`src/rtl/cpu16_io_responder.sv`:
```
`default_nettype none
// ============================================================================
// Module      : cpu16_io_responder
// Description : I/O port responder for the CPU16 IN/OUT/WAIT instructions.
//               It buffers outbound words in a TX FIFO and inbound words in an
//               RX FIFO. A req/ack handshake stalls the core while the
//               addressed FIFO cannot serve the access.
// Revision    : 1.0 - initial release
// ============================================================================
module cpu16_io_responder #(
  parameter int DATA_WIDTH = 16,
  parameter int FIFO_DEPTH = 4
) (
  input  logic                  clock,
  input  logic                  reset,
  input  logic                  io_req,
  input  logic                  io_write,
  input  logic [7:0]            io_port,
  input  logic [DATA_WIDTH-1:0] io_wdata,
  output logic [DATA_WIDTH-1:0] io_rdata,
  output logic                  io_ack,
  output logic [DATA_WIDTH-1:0] tx_data,
  output logic                  tx_valid,
  input  logic                  tx_ready,
  input  logic [DATA_WIDTH-1:0] rx_data,
  input  logic                  rx_valid,
  output logic                  rx_ready
);

  localparam int PTR_W = (FIFO_DEPTH > 1) ? $clog2(FIFO_DEPTH) : 1;
  localparam int CNT_W = PTR_W + 1;
  localparam logic [CNT_W-1:0] DEPTH_C = CNT_W'(FIFO_DEPTH);

  localparam logic [7:0] PORT_DATA   = 8'h00;
  localparam logic [7:0] PORT_STATUS = 8'h01;
  localparam logic [7:0] PORT_CTRL   = 8'h02;

  typedef enum logic [1:0] {
    ST_IDLE = 2'd0,
    ST_WAIT = 2'd1,
    ST_DONE = 2'd2
  } state_t;

  state_t state_q, state_d;

  logic [DATA_WIDTH-1:0] tx_mem [FIFO_DEPTH];
  logic [DATA_WIDTH-1:0] rx_mem [FIFO_DEPTH];

  logic [PTR_W-1:0] tx_wptr_q, tx_wptr_d, tx_rptr_q, tx_rptr_d;
  logic [PTR_W-1:0] rx_wptr_q, rx_wptr_d, rx_rptr_q, rx_rptr_d;
  logic [CNT_W-1:0] tx_count_q, tx_count_d, rx_count_q, rx_count_d;
  logic [DATA_WIDTH-1:0] io_rdata_q, io_rdata_d;

  logic is_data, can_complete, do_access;
  logic cpu_tx_push, cpu_rx_pop, ctrl_wr, flush_tx, flush_rx;
  logic dev_tx_pop, dev_rx_push, rx_store;
  logic [DATA_WIDTH-1:0] status_word;

  assign tx_valid = (tx_count_q != '0);
  assign rx_ready = (rx_count_q != DEPTH_C);
  assign tx_data  = tx_mem[tx_rptr_q];
  assign io_ack   = (state_q == ST_DONE);
  assign io_rdata = io_rdata_q;

  // Handshake next-state: decide from registered counts whether the access can finish now.
  always_comb begin
    state_d      = state_q;
    do_access    = 1'b0;
    is_data      = (io_port == PORT_DATA);
    can_complete = !is_data ||
                   (io_write ? (tx_count_q != DEPTH_C) : (rx_count_q != '0));
    case (state_q)
      ST_IDLE: begin
        if (io_req) begin
          if (can_complete) begin
            do_access = 1'b1;
            state_d   = ST_DONE;
          end else begin
            state_d   = ST_WAIT;
          end
        end
      end
      ST_WAIT: begin
        // Dropping req while stalled abandons the access.
        if (!io_req) begin
          state_d = ST_IDLE;
        end else if (can_complete) begin
          do_access = 1'b1;
          state_d   = ST_DONE;
        end
      end
      ST_DONE: begin
        if (!io_req) state_d = ST_IDLE;
      end
      default: state_d = ST_IDLE;
    endcase
  end

  // FIFO bookkeeping and read-data selection for the access completing this edge.
  always_comb begin
    cpu_tx_push = do_access &  io_write & is_data;
    cpu_rx_pop  = do_access & ~io_write & is_data;
    ctrl_wr     = do_access &  io_write & (io_port == PORT_CTRL);
    flush_rx    = ctrl_wr & io_wdata[0];
    flush_tx    = ctrl_wr & io_wdata[1];
    dev_tx_pop  = tx_valid & tx_ready;
    dev_rx_push = rx_ready & rx_valid;
    rx_store    = dev_rx_push & ~flush_rx;

    status_word       = '0;
    status_word[15:8] = 8'(rx_count_q);
    status_word[7:0]  = 8'(tx_count_q);

    if (flush_tx) begin
      tx_count_d = '0;
      tx_wptr_d  = '0;
      tx_rptr_d  = '0;
    end else begin
      tx_count_d = tx_count_q + CNT_W'(cpu_tx_push) - CNT_W'(dev_tx_pop);
      tx_wptr_d  = tx_wptr_q + PTR_W'(cpu_tx_push);
      tx_rptr_d  = tx_rptr_q + PTR_W'(dev_tx_pop);
    end

    if (flush_rx) begin
      rx_count_d = '0;
      rx_wptr_d  = '0;
      rx_rptr_d  = '0;
    end else begin
      rx_count_d = rx_count_q + CNT_W'(dev_rx_push) - CNT_W'(cpu_rx_pop);
      rx_wptr_d  = rx_wptr_q + PTR_W'(dev_rx_push);
      rx_rptr_d  = rx_rptr_q + PTR_W'(cpu_rx_pop);
    end

    io_rdata_d = io_rdata_q;
    if (do_access && !io_write) begin
      case (io_port)
        PORT_DATA:   io_rdata_d = rx_mem[rx_rptr_q];
        PORT_STATUS: io_rdata_d = status_word;
        default:     io_rdata_d = '0;
      endcase
    end
  end

  // State, pointers, counts and read data; reset empties both FIFOs at once.
  always_ff @(posedge clock or posedge reset) begin
    if (reset) begin
      state_q    <= ST_IDLE;
      tx_wptr_q  <= '0;
      tx_rptr_q  <= '0;
      tx_count_q <= '0;
      rx_wptr_q  <= '0;
      rx_rptr_q  <= '0;
      rx_count_q <= '0;
      io_rdata_q <= '0;
    end else begin
      state_q    <= state_d;
      tx_wptr_q  <= tx_wptr_d;
      tx_rptr_q  <= tx_rptr_d;
      tx_count_q <= tx_count_d;
      rx_wptr_q  <= rx_wptr_d;
      rx_rptr_q  <= rx_rptr_d;
      rx_count_q <= rx_count_d;
      io_rdata_q <= io_rdata_d;
    end
  end

  // FIFO storage; contents need no reset because the counts gate visibility.
  always_ff @(posedge clock) begin
    if (cpu_tx_push) tx_mem[tx_wptr_q] <= io_wdata;
    if (rx_store)    rx_mem[rx_wptr_q] <= rx_data;
  end

endmodule
`default_nettype wire

```
`config.mk`:
```
export PLATFORM = sky130hd
export DESIGN_NAME = cpu16_io_responder
export DESIGN_NICKNAME = d
export VERILOG_FILES = /design/src/rtl/cpu16_io_responder.sv
export SDC_FILE = /design/constraint.sdc
export NUM_CORES = 1
export LEC_CHECK = 0
export BUFFER_PORTS_ARGS = -buffer_cell sky130_fd_sc_hd__buf_2
export CAP_MARGIN = 20
export CORE_MARGIN = 1
export CORE_UTILIZATION = 50
export CTS_BUF_LIST = sky130_fd_sc_hd__clkbuf_4 sky130_fd_sc_hd__clkbuf_8
export CTS_CLUSTER_DIAMETER = 30
export DETAILED_ROUTE_END_ITERATION = 16
export GPL_TIMING_DRIVEN = 0
export HOLD_SLACK_MARGIN = 0.15
export PLACE_DENSITY = 0.72
export SKIP_CTS_REPAIR_TIMING = 1
export SLEW_MARGIN = 20
export SYNTH_ARGS = -nofsm -noshare
export SYNTH_HDL_FRONTEND = slang
export SYNTH_SLANG_ARGS = --single-unit
```
`constraint.sdc`:
```
create_clock -name clock -period 4.3 [get_ports clock]
set_input_delay 0.215 -clock clock [delete_from_list [all_inputs] [get_ports clock]]
set_output_delay 0.215 -clock clock [all_outputs]
set_load 0.02 [all_outputs]
```
==> metrics.txt <==
status finished, final reports clean; DR vias 3271; slowest CP cell dfrtp_1; first-pass GRT wire length 17.0 mm; Max-cap violations 0; crit path cell chain nor4_2 > and4b_1 > buf_6 > buf_2 > ha_1 > inv_1 > ha_1 > inv_1 > fa_1 > xor2_1 > xnor2_1 > nor2_1; clk_skew 0.00833 ns; power per cell area 504 mW/mm²; Crit Path Max Fanout 11; drt first-iter violations 203; Total Routing Usage GR 18.4%; Cell Rows 40; largest net degree at the start of global routing 33; Layout Nets 509; sequential fraction of the synthesis area 75.3%; final cell count without fillers 613; total nets after synthesis 359; TNS Setup 0 ns; CP peak stage delay 0.46 ns; Cells after Synth 303; Area contributors post-synth edfxtp_1, dfrtp_1, mux4_2; mean area per synthesized cell 20.4 µm²; DRC Markers 0; final wirelength 11.0 mm; GP Congestion 0.800; unrepaired setup endpoints after global routing no; required time of the critical path 4.62 ns; n_diodes 0; endpoint class of the critical path flop; I/O Buffers 80; DIE WIDTH 113 µm; Tightest Hold Check Type in -> reg; worst-margin pin slew 0.830 ns; fin crit share 64.0%; post-synth cell types 34; initial core utilization 51.4%; VDD IR max 0.000337 V; dominant synthesized flop cell edfxtp_1; Final min period 2.75 ns; Final ANT Viol Nets 0; worst-case clock buffer depth 2; crit path kind reg -> reg; # setup viols final 0; Placed Instances 547; share of synthesized registers carrying an async set or reset 20.0%; initial antenna violation count 0; WL/cell 17.9 µm; top-area cell type share of the netlist area 62.3%; area leader, netlist edfxtp_1; vias per cell 5.34; io pins 81; Die ar. 0.0128 mm²; First-pass DRT Iterations 4; Leakage 2.91 nW; crit path DAT 3.07 ns; core area 0.0120 mm²; total gr overflow 0; number of synthesized flops with an enable pin 128; clock-pin transition on the worst setup and hold timing paths 0.08 ns; Ys Warns 0; Slew HR 44.6%; Worst-Skew Late Latency 0.43 ns; Critical Path Source Type flop; register bit total from synthesis 160; Slew Limit Fails 0; CTS tree yes; root buffer cell clkbuf_8; vias in the first global route 3278; Die Height 113 µm; CTS buffer count 17; area grow syn2layout 23.5%; Mapped Area 0.00617 mm²; Max Freq 363 MHz; clk sink count 160; layout cells sized above 1 37.6%; H-tree level count 4; DPL Wire Length 7.38 mm; hold violation count in the final report 0
[layer usage]
metal	share of wire [%]	GRT usage, %	vias to the layer above
li1	-	-	1515
met1	41	21.5	1663
met2	53	30.9	82
met3	4.9	7.12	11
met4	1.1	7.19	0
met5	0	0	-
[synthesized netlist by cell type, types with 2 or more instances]
| library cell | count |
|---|---|
| edfxtp_1 | 128 |
| dfrtp_1 | 32 |
| mux4_2 | 32 |
| nor2_1 | 14 |
| a22o_1 | 10 |
| ha_1 | 8 |
| nor2b_1 | 8 |
| inv_1 | 7 |
| a221o_1 | 6 |
| buf_2 | 6 |
| xnor2_1 | 6 |
| and2_0 | 5 |
| clkbuf_1 | 5 |
| nand2_1 | 4 |
| and2_1 | 3 |
| and4_1 | 3 |
| nor3_1 | 3 |
| nor4b_1 | 3 |
| fa_1 | 2 |
| nor3b_1 | 2 |
| nor4_1 | 2 |
| xor2_1 | 2 |
[path summary, 6_finish.rpt]
path                                from       endpoint  slack (ns)  cells past startpoint
hold reg to reg             io_rdata[14]   io_rdata[14]        0.50                      1
hold / removal                io_port[6]     state_q[0]        0.16                      4
setup reg to reg           rx_count_q[1]  rx_count_q[2]        1.55                     12
max in group asynchronous          reset  rx_count_q[0]        3.40                      3
setup / recovery           rx_count_q[1]  rx_count_q[2]        1.55                     12
min in group asynchronous          reset   io_rdata[14]        0.45                      3
[layout by cell type, fill, tap and decap left out, types with 8 or more instances in the layout]
master and n:
edfxtp_1 128, mux4_2 32, dlygate4sd3_1 34, nor2b_1 8
ha_1 8, a22o_1 10, buf_2 92, buf_4 10
clkbuf_8 17, dfrtp_1 32, nor2_1 14
[report_power, final]
| part | total [W] | switching (W) | internal [W] |
|---|---|---|---|
| combinational | 0.000858 | 0.000459 | 0.000399 |
| sequential | 0.00195 | 0.0000906 | 0.00186 |
| clock | 0.00103 | 0.000498 | 0.000535 |
| total | 0.00384 | 0.00105 | 0.00279 |
[logic make-up (layout without fill, tap and decap cells)]
family / after synthesis / after routing / synth area share, %
AOI/OAI and AO/OA: 18 / 18 / 2.70
adders and majority gates: 10 / 10 / 2.27
buffers and inverters: 20 / 183 / 1.52
DFF: 160 / 160 / 75.3
and+or+nand+nor: 55 / 55 / 5.43
xor gates and xnor gates: 8 / 8 / 1.14
muxes: 32 / 32 / 11.7
[worst max-delay path: cells and delay by family, from the launching register on]
family,cells,cell delay [ns]
XOR/XNOR,2,0.30
buffers and inverters,4,0.44
adder cells (fa/ha/maj),3,0.80
AND/OR/NAND/NOR,3,0.63
flip-flops,1,0.46
[state kept, by name, indices dropped and copies added (netlist names)]
register,flops
tx_wptr_q,2
tx_count_q,3
rx_count_q,3
rx_rptr_q,2
rx_mem,64
tx_rptr_q,2
rx_wptr_q,2
state_q,2
io_rdata,16
tx_mem,64
[area by class of cell]
class	instances	area (µm²)
Inverter	7	26.3
Timing Repair Buffer	131	861
Tap cell	147	184
Multi-Input combinational cell	123	1470
Sequential cell	160	4640
Clock inverter	10	93.8
Clock buffer	22	272
Buffer	13	67.6
Fill cell	864	4390
[metrics by stage]
step / total power, W / instance area, µm² / util [%] / hold WS, ns / worst slack (ns)
after global routing: 0.00402 / 7620 / 63.4 / 0.176 / 1.27
after global placement: 0.00277 / 6760 / 56.2 / 0.425 / -0.189
after CTS: 0.00386 / 7280 / 60.6 / -0.121 / 1.50
after floorplan: 0.00255 / 6170 / - / 0.314 / 1.13
after detailed placement: 0.00283 / 6910 / 57.6 / 0.368 / 1.52
final: 0.00384 / 7620 / 63.4 / 0.165 / 1.55
Power figures use the tool's default switching activity.
